## src/rtl/alu_exec_unit.sv

```systemverilog
// alu_exec_unit: handshaked ALU execution stage with an iterative serial shifter
module alu_exec_unit #(
  parameter int WIDTH = 32,
  parameter int SHIFT_PER_CYCLE = 1
) (
  input  logic             clk_i,
  input  logic             rst_n_i,
  input  logic             flush_i,
  input  logic             op_valid_i,
  output logic             op_ready_o,
  input  logic [3:0]       alu_control_i,
  input  logic [WIDTH-1:0] src_a_i,
  input  logic [WIDTH-1:0] src_b_i,
  output logic             res_valid_o,
  input  logic             res_ready_i,
  output logic [WIDTH-1:0] result_o,
  output logic             zero_o,
  output logic             busy_o
);
  localparam int CW = $clog2(WIDTH);
  localparam logic [CW:0] SPC = (CW+1)'(SHIFT_PER_CYCLE);
  typedef enum logic [1:0] {IDLE, SHIFT, DONE} state_t;
  state_t state, state_nx;
  logic [3:0] code_q;
  logic [WIDTH-1:0] work_q, work_nx, b_q, result_nx, shifted;
  logic signed [WIDTH-1:0] sra;
  logic [CW-1:0] rem_q, rem_nx, step;
  logic accept, load_res;
  function automatic logic is_shift(input logic [3:0] c);
    return c >= 4'd6 && c <= 4'd8;
  endfunction
  function automatic logic [WIDTH-1:0] alu(input logic [3:0] c, input logic [WIDTH-1:0] a, input logic [WIDTH-1:0] b);
    return c == 4'd0 ? a + b :
           c == 4'd1 ? a - b :
           c == 4'd2 ? a & b :
           c == 4'd3 ? a | b :
           c == 4'd4 ? a ^ b :
           c == 4'd5 ? {{(WIDTH-1){1'b0}}, $signed(a) < $signed(b)} : '0;
  endfunction
  assign step = ({1'b0, rem_q} < SPC) ? rem_q : SPC[CW-1:0];
  assign sra = $signed(work_q) >>> step;
  assign shifted = code_q == 4'd6 ? work_q << step : code_q == 4'd7 ? work_q >> step : sra;
  assign res_valid_o = state == DONE;
  assign busy_o = state != IDLE;
  // A new op accepted while DONE takes a bubble through SHIFT so res_valid_o drops between results
  always_comb begin
    state_nx = state;
    work_nx = work_q;
    rem_nx = rem_q;
    result_nx = result_o;
    load_res = 1'b0;
    op_ready_o = !flush_i && (state == IDLE || (state == DONE && res_ready_i));
    accept = op_valid_i && op_ready_o;
    if (flush_i) state_nx = IDLE;
    else if (accept) begin
      work_nx = src_a_i;
      rem_nx = is_shift(alu_control_i) ? src_b_i[CW-1:0] : '0;
      if (state == DONE || rem_nx != '0) state_nx = SHIFT;
      else begin
        state_nx = DONE;
        load_res = 1'b1;
        result_nx = is_shift(alu_control_i) ? src_a_i : alu(alu_control_i, src_a_i, src_b_i);
      end
    end else if (state == DONE && res_ready_i) state_nx = IDLE;
    else if (state == SHIFT) begin
      work_nx = shifted;
      rem_nx = rem_q - step;
      if (rem_nx == '0) begin
        state_nx = DONE;
        load_res = 1'b1;
        result_nx = is_shift(code_q) ? shifted : alu(code_q, work_q, b_q);
      end
    end
  end
  always_ff @(posedge clk_i or negedge rst_n_i) begin
    if (!rst_n_i) begin
      state <= IDLE;
      work_q <= '0;
      rem_q <= '0;
      code_q <= '0;
      b_q <= '0;
      result_o <= '0;
      zero_o <= 1'b1;
    end else begin
      state <= state_nx;
      work_q <= work_nx;
      rem_q <= rem_nx;
      if (accept) begin
        code_q <= alu_control_i;
        b_q <= src_b_i;
      end
      if (load_res) begin
        result_o <= result_nx;
        zero_o <= result_nx == '0;
      end
    end
  end
endmodule

```

## config.mk

```make
export PLATFORM = sky130hd
export DESIGN_NAME = alu_exec_unit
export DESIGN_NICKNAME = d
export VERILOG_FILES = /design/src/rtl/alu_exec_unit.sv
export SDC_FILE = /design/constraint.sdc
export NUM_CORES = 1
export LEC_CHECK = 0
export ABC_AREA = 1
export CAP_MARGIN = 25
export CORE_ASPECT_RATIO = 1.4
export CORE_MARGIN = 10
export CORE_UTILIZATION = 54
export DETAILED_ROUTE_END_ITERATION = 12
export HOLD_SLACK_MARGIN = 0.02
export PLACE_DENSITY = 0.81
export SKIP_CTS_REPAIR_TIMING = 1
export SYNTH_ARGS = -nofsm -noshare
export SYNTH_HDL_FRONTEND = slang
export SYNTH_SLANG_ARGS = --single-unit
```

## constraint.sdc

```tcl
create_clock -name clk_i -period 3.5 [get_ports clk_i]
set_input_delay 0.7 -clock clk_i [delete_from_list [all_inputs] [get_ports clk_i]]
set_output_delay 0.7 -clock clk_i [all_outputs]
set_load 0.1 [all_outputs]
```

==> Word-level counts from Yosys, hierarchy flattened <==
Cells that the tools add are included.
{ "word_totals": {"register_bits": 108, "in_bits": 73, "output_inout_bits": 36} }
{ "classes": {"addsub": 5, "order_cmp": 7, "n_eq_ne": 15, "n_shift": 3, "n_mux": 42, "n_bitwise": 7, "reduce_logical": 20} }
{ "ops": {"columns": ["op", "count"], "rows": [
  ["two-way mux 32 bit", 23],
  ["adder 32 bit", 2],
  ["AND 32 bit", 2],
  ["less-than comparator 32 bit", 2],
  ["bitwise OR 32 bit", 2],
  ["subtractor 32 bit", 2],
  ["bitwise XOR 32 bit", 2],
  ["zero test 32 bit", 1],
  ["left shift 32 x 5 -> 32 bit", 1],
  [">> shifter 32 x 5 -> 32 bit", 1],
  [">>> shifter 32 x 5 -> 32 bit", 1],
  ["two-way mux 5 bit", 5],
  ["== test 4 x 3 -> 1 bit, second input constant", 6],
  ["== test 4 x 2 -> 1 bit, second input constant", 4],
  ["two-way mux 2 bit", 6],
  ["== test 4 x 1 -> 1 bit, second input constant", 2],
  [">= comparator 4 x 3 -> 1 bit, second input constant", 2],
  ["less-or-equal comparator 4 bit, second input constant", 2],
  ["zero test 4 bit", 2],
  ["two-way mux 1 bit", 8],
  ["nonzero test 4 bit", 2],
  ["logical AND 1 bit", 5],
  ["zero test 5 bit", 1],
  ["less-than comparator 5 x 1 -> 1 bit, second input constant", 1],
  ["other kinds (12)", 14]
]} }

==> Longest topological paths before layout <==
{ "depth": {"ltp_word": 14, "mapped_depth": 27} }

==> Worst setup path before layout <==
No wires, ideal clock.
{ "synth_path": {"kind": "register to register", "start": "reg state[1]", "end": "reg zero_o", "setup_time_ns": 0.061, "t_arrival_ns": 3.227, "required_time_ns": 3.439, "path_slack_ns": 0.211, "path_stages_with_launch": 17, "synth_period_minus_slack_ns": 3.289, "path_cell_list": "dfrtp_1 > inv_1 > nor2_1 > inv_1 > nand3_2 > inv_2 > a21oi_4 > inv_2 > buf_6 > or2_0 > nand2_1 > nand3_1 > nor2_1 > nand4_1 > nor3_2 > nand2_1 > nand2_1"} }
{ "synth_via": {"elab_chain_cells": 8, "elab_cells_between_ends": 19} }
{ "synth_rtl": {"columns": ["element", "line_no", "source"], "rows": [
  ["from (decl)", "23", "state_t state, state_nx;"],
  ["from (signal assigned)", "85", "state <= state_nx;"],
  ["== test 2 bit *", null, null],
  ["named net res_valid_o", "14", "output logic res_valid_o,"],
  ["logical AND 1 bit", "52, 64", null],
  ["logical OR 1 bit", "52", "op_ready_o = !flush_i && (state == IDLE || (state == DONE && res_ready_i));"],
  ["logical AND 1 bit", "52", null],
  ["logical AND 1 bit", "53", "accept = op_valid_i && op_ready_o;"],
  ["two-way mux 32 bit", "55", "else if (accept) begin"],
  ["two-way mux 32 bit", "54", "if (flush_i) state_nx = IDLE;"],
  ["zero test 32 bit", "94", "zero_o <= result_nx == '0;"],
  ["to (signal assigned)", "83", "zero_o <= 1'b1;"],
  ["to (signal assigned)", "94", null],
  ["to (decl)", "17", "output logic zero_o,"]
]} }
Mark *: on every way through the listed nets, which the timed path passes. The rest lies on a longest branch.
A chain may end at the register's enable or synchronous reset.

==> Worst setup path in the final report <==
{ "layout_path": {"start": "in src_b_i[20]", "end": "reg zero_o"} }
{ "layout_via": {"elab_chain_cells": 12, "elab_cells_between_ends": 17} }
{ "layout_rtl": {"columns": ["element", "line_no", "source"], "rows": [
  ["from (decl)", "13", "input logic [WIDTH-1:0] src_b_i,"],
  ["less-than comparator 32 bit", "38", "c == 4'd5 ? {{(WIDTH-1){1'b0}}, $signed(a) < $signed(b)} : '0;"],
  ["two-way mux 1 bit", "38", null],
  ["two-way mux 32 bit", "37", "c == 4'd4 ? a ^ b :"],
  ["two-way mux 32 bit", "36", "c == 4'd3 ? a | b :"],
  ["two-way mux 32 bit", "35", "c == 4'd2 ? a & b :"],
  ["two-way mux 32 bit", "34", "c == 4'd1 ? a - b :"],
  ["two-way mux 32 bit *", "33", "return c == 4'd0 ? a + b :"],
  ["two-way mux 32 bit *", "62", "result_nx = is_shift(alu_control_i) ? src_a_i : alu(alu_control_i, src_a_i, src_b_i);"],
  ["two-way mux 32 bit *", "58", "if (state == DONE || rem_nx != '0) state_nx = SHIFT;"],
  ["two-way mux 32 bit *", "55", null],
  ["two-way mux 32 bit *", "54", null],
  ["zero test 32 bit *", "94", null]
]} }
Every way passes the cells marked *; elsewhere a longest branch is shown, timed or not.

==> results.md <==
- Clk slew on worst S/H paths: 0.08 ns
- Worst-Margin Slew: 1.019 ns
- Status: completed
- RR Endpoint: zero_o
- DRT Pass-1 Iters: 7
- Final GP Congestion: approximately 1.1
- Number of port buffers: ~110
- Minimum clock period: 3.449 ns
- Post-place setup slack: -0.6229 ns
- Final hold slack: between 0.4 and 0.5 ns
- Final period utilization: 98.55%
- Setup crit end kind: register
- Syn-to-layout area delta: 34.93%
- Antenna Nets Post-Route: 0
- Sequential area share after synthesis: 14.55%
- Maximum vdd drop: 521.1 uV
- Drt wl/cell: 21.31 microns
- Layout cell share with drive strength beyond 1: 22.10%
- Async set-reset flop share out of synthesis: 100.0%
- Die width: 176.8 microns
- Post-Route Utilization: 73.67%
- First-pass GRT wire length: 136200 microns
- Num CTS Buffers: 9
- I/O pin count: ~110
- Dominant synthesized flop cell: dfrtp_1
- Row count: 80
- Die area: around 42000 sq um
- Design area: 25070 sq um
- Chip height: approximately 240 microns
- Placed Area: 23580 sq um
- Wirelength, routed: 91790 microns
- Vias in the first global route: 25068
- Reg-to-reg startpoint: work_q[3]
- Design Power: 18.63 mW
- Fin Clk Skew: 0.01254 ns
- Final setup margin: ~0.051 ns
- Ys Warns: 0
- Final std cells w/o fill: 4307
- CTS H-tree lvls: 3
- 1st-iter DRT viols: 3227
- CP startpoint kind: input pin
- Max Clk Rate: 0.2899 GHz
- Critical path data arrival time: between 3 and 4 ns
- EDFF count, synth: 0
- WP data required: around 3.8 ns
- Slew margin rel.: 31.83%
- Grt ovf: 0
- Synth Instances: 3328
- Crit path launch: src_b_i[20]
- Mapped Avg Cell Area: approximately 5.6 sq um
- Total track usage: ~41%
- #FFs+latches synth: 108
- Capture point of the worst path: zero_o
- Initial core utilization: 54.60%
- Clock Tree Buf Depth: 2
- Post-detail-place hpwl: 72950 microns
- Hold Violations, Final: 0
- P_leak: 13.93 nW
- R2R setup slack: 0.05 ns
- Total Nets Final: 4121
- Setup Viol. Count Final: 0
- Initial antenna violation count: 0
- Core Area: 34030 sq um
- Number of distinct library cells after synthesis: 50
- Placed Cells: 4281
- Skew-Pair Late Insertion Delay: 0.37 ns
- Cell area after synthesis: 18580 sq um
- # DRC: 0
- Largest net degree at the start of global routing: 75
- CP Class: in -> reg
- Fin. max-slew vios: 0
- Via count of the routed design: 25904
- Cell area power density: 742.9 nW/um^2
- DR vias/cell: 6.014
- TNS Setup: 0 ns
- Max-cap viol count: 0
- Tightest Hold Check Type: in -> async
- R2R depth: 19
- Synth Net Count: 3599
- CP Max Fanout: 7
- Clock sinks: 108
- Clk root buf: clkbuf_16
- CTS tree: yes
==> power breakdown <==
part | switching, mW | internal, mW | leakage, nW | total, mW
clock | 0.512 | 0.676 | 0.168 | 1.19
sequential | 0.577 | 1.76 | 1.34 | 2.34
combinational | 10.3 | 4.84 | 12.4 | 15.1
total | 11.3 | 7.28 | 13.9 | 18.6
==> cell usage in the layout, fill, tap and decap left out, drive strengths merged, types with 7 or more instances in the layout <==
cell type,Yosys,routed
a21oi,177,177
and2,7,7
a221oi,34,34
nand4,87,87
buf,87,567
inv,574,576
xor2,10,10
a31oi,9,9
o211ai,18,18
nor3,22,22
ha,194,194
nor4,11,11
o21ai,152,152
dfrtp,107,107
o221ai,45,45
clkdlybuf4s50,0,49
o21bai,22,22
or2,9,9
nand3,287,287
nor2,339,339
clkinv,6,7
clkbuf,46,11
nand2,1050,1050
o22ai,12,12
dlymetal6s2s,0,28
==> worst min-delay path by stage <==
stage	start	to	slack [ns]	cells after the start
2_1_floorplan	rst_n_i	b_q[0]	0.40	0
4_1_cts	rst_n_i	rem_q[4]	0.43	1
3_3_place_gp	zero_o	zero_o	0.48	2
5_1_grt	rst_n_i	rem_q[3]	0.46	1
6_report	rst_n_i	rem_q[0]	0.40	1
3_5_place_dp	zero_o	zero_o	0.48	2
==> sequential cells by signal, indices dropped and copies added (netlist names) <==
| register | count |
|---|---|
| code_q | 4 |
| result_o | 32 |
| zero_o | 1 |
| state | 2 |
| rem_q | 5 |
| work_q | 32 |
| b_q | 32 |
==> per-layer routing <==
layer / track usage [%] / routed length, microns
met3: 6.635 / 9052
met5: 0 / 0
met1: 45.32 / 31450
met2: 67.86 / 41940
met4: 35.05 / 9339
==> cell families (layout without fill, tap and decap cells) <==
group / Yosys count / count (layout) / share of synthesized area [%]
and+or+nand+nor: 1815 / 1815 / 40.59
buffers and inverters: 713 / 1240 / 15.16
AOI/OAI and AO/OA: 484 / 484 / 15.74
adders and majority gates: 198 / 198 / 13.49
DFF: 108 / 108 / 14.55
xor gates and xnor gates: 10 / 10 / 0.4713
other: 0 / 1 / 0
==> cell usage after synthesis, types with 3 or more instances <==
| cell type | n | area share, % |
|---|---|---|
| and2_1 | 7 | 0.24 |
| nand4_1 | 87 | 2.9 |
| clkbuf_2 | 3 | 0.081 |
| inv_2 | 10 | 0.20 |
| clkbuf_1 | 43 | 0.87 |
| o2111ai_1 | 4 | 0.19 |
| nor4_1 | 11 | 0.37 |
| a21oi_1 | 175 | 4.7 |
| buf_2 | 76 | 2.0 |
| clkinv_1 | 6 | 0.12 |
| or2_0 | 3 | 0.10 |
| buf_6 | 3 | 0.18 |
| nand2_1 | 1045 | 21 |
| a211oi_1 | 5 | 0.20 |
| nor3_1 | 20 | 0.54 |
| nor2_1 | 333 | 6.7 |
| a221oi_1 | 34 | 1.6 |
| o211ai_1 | 16 | 0.65 |
| a31oi_1 | 9 | 0.30 |
| o21ai_0 | 139 | 3.7 |
| or2_2 | 6 | 0.20 |
| ha_1 | 194 | 13 |
| buf_1 | 3 | 0.061 |
| inv_1 | 564 | 11 |
| xor2_1 | 10 | 0.47 |
| fa_1 | 4 | 0.43 |
| dfrtp_1 | 107 | 14 |
| nor2_2 | 5 | 0.17 |
| o22ai_1 | 12 | 0.40 |
| o221ai_1 | 45 | 2.1 |
| nand2_2 | 5 | 0.17 |
| nand3_1 | 286 | 7.7 |
| o21bai_1 | 22 | 0.89 |
| o21ai_1 | 12 | 0.32 |
| buf_4 | 5 | 0.20 |
==> final cells by class <==
| class | count | area [sq um] |
|---|---|---|
| tap | 451 | 564.3 |
| clock buffer | 11 | 252.7 |
| multi-input combinational | 2507 | 14050 |
| timing repair buffer | 644 | 5229 |
| clock inverter | 5 | 88.84 |
| fill | 2887 | 8961 |
| inverter | 580 | 2177 |
| sequential | 108 | 2705 |
| antenna | 1 | 2.502 |
==> critical path, cell delays in order <==
cell and delay (ns):
clkdlybuf4s50_1 0.52, inv_1 0.07, ha_1 0.31, buf_6 0.16
a21oi_2 0.19, o21ai_2 0.12, buf_4 0.15, nor2_1 0.12
nand3_2 0.19, xor2_1 0.20, nand2_1 0.08, nand4_1 0.10
nand2_1 0.08, nand2_1 0.06, nand2_2 0.13, nand4_1 0.23
nor3_2 0.20, nand2_1 0.07, nand2_1 0.06
Note: power is estimated with default switching activity, not from simulation.
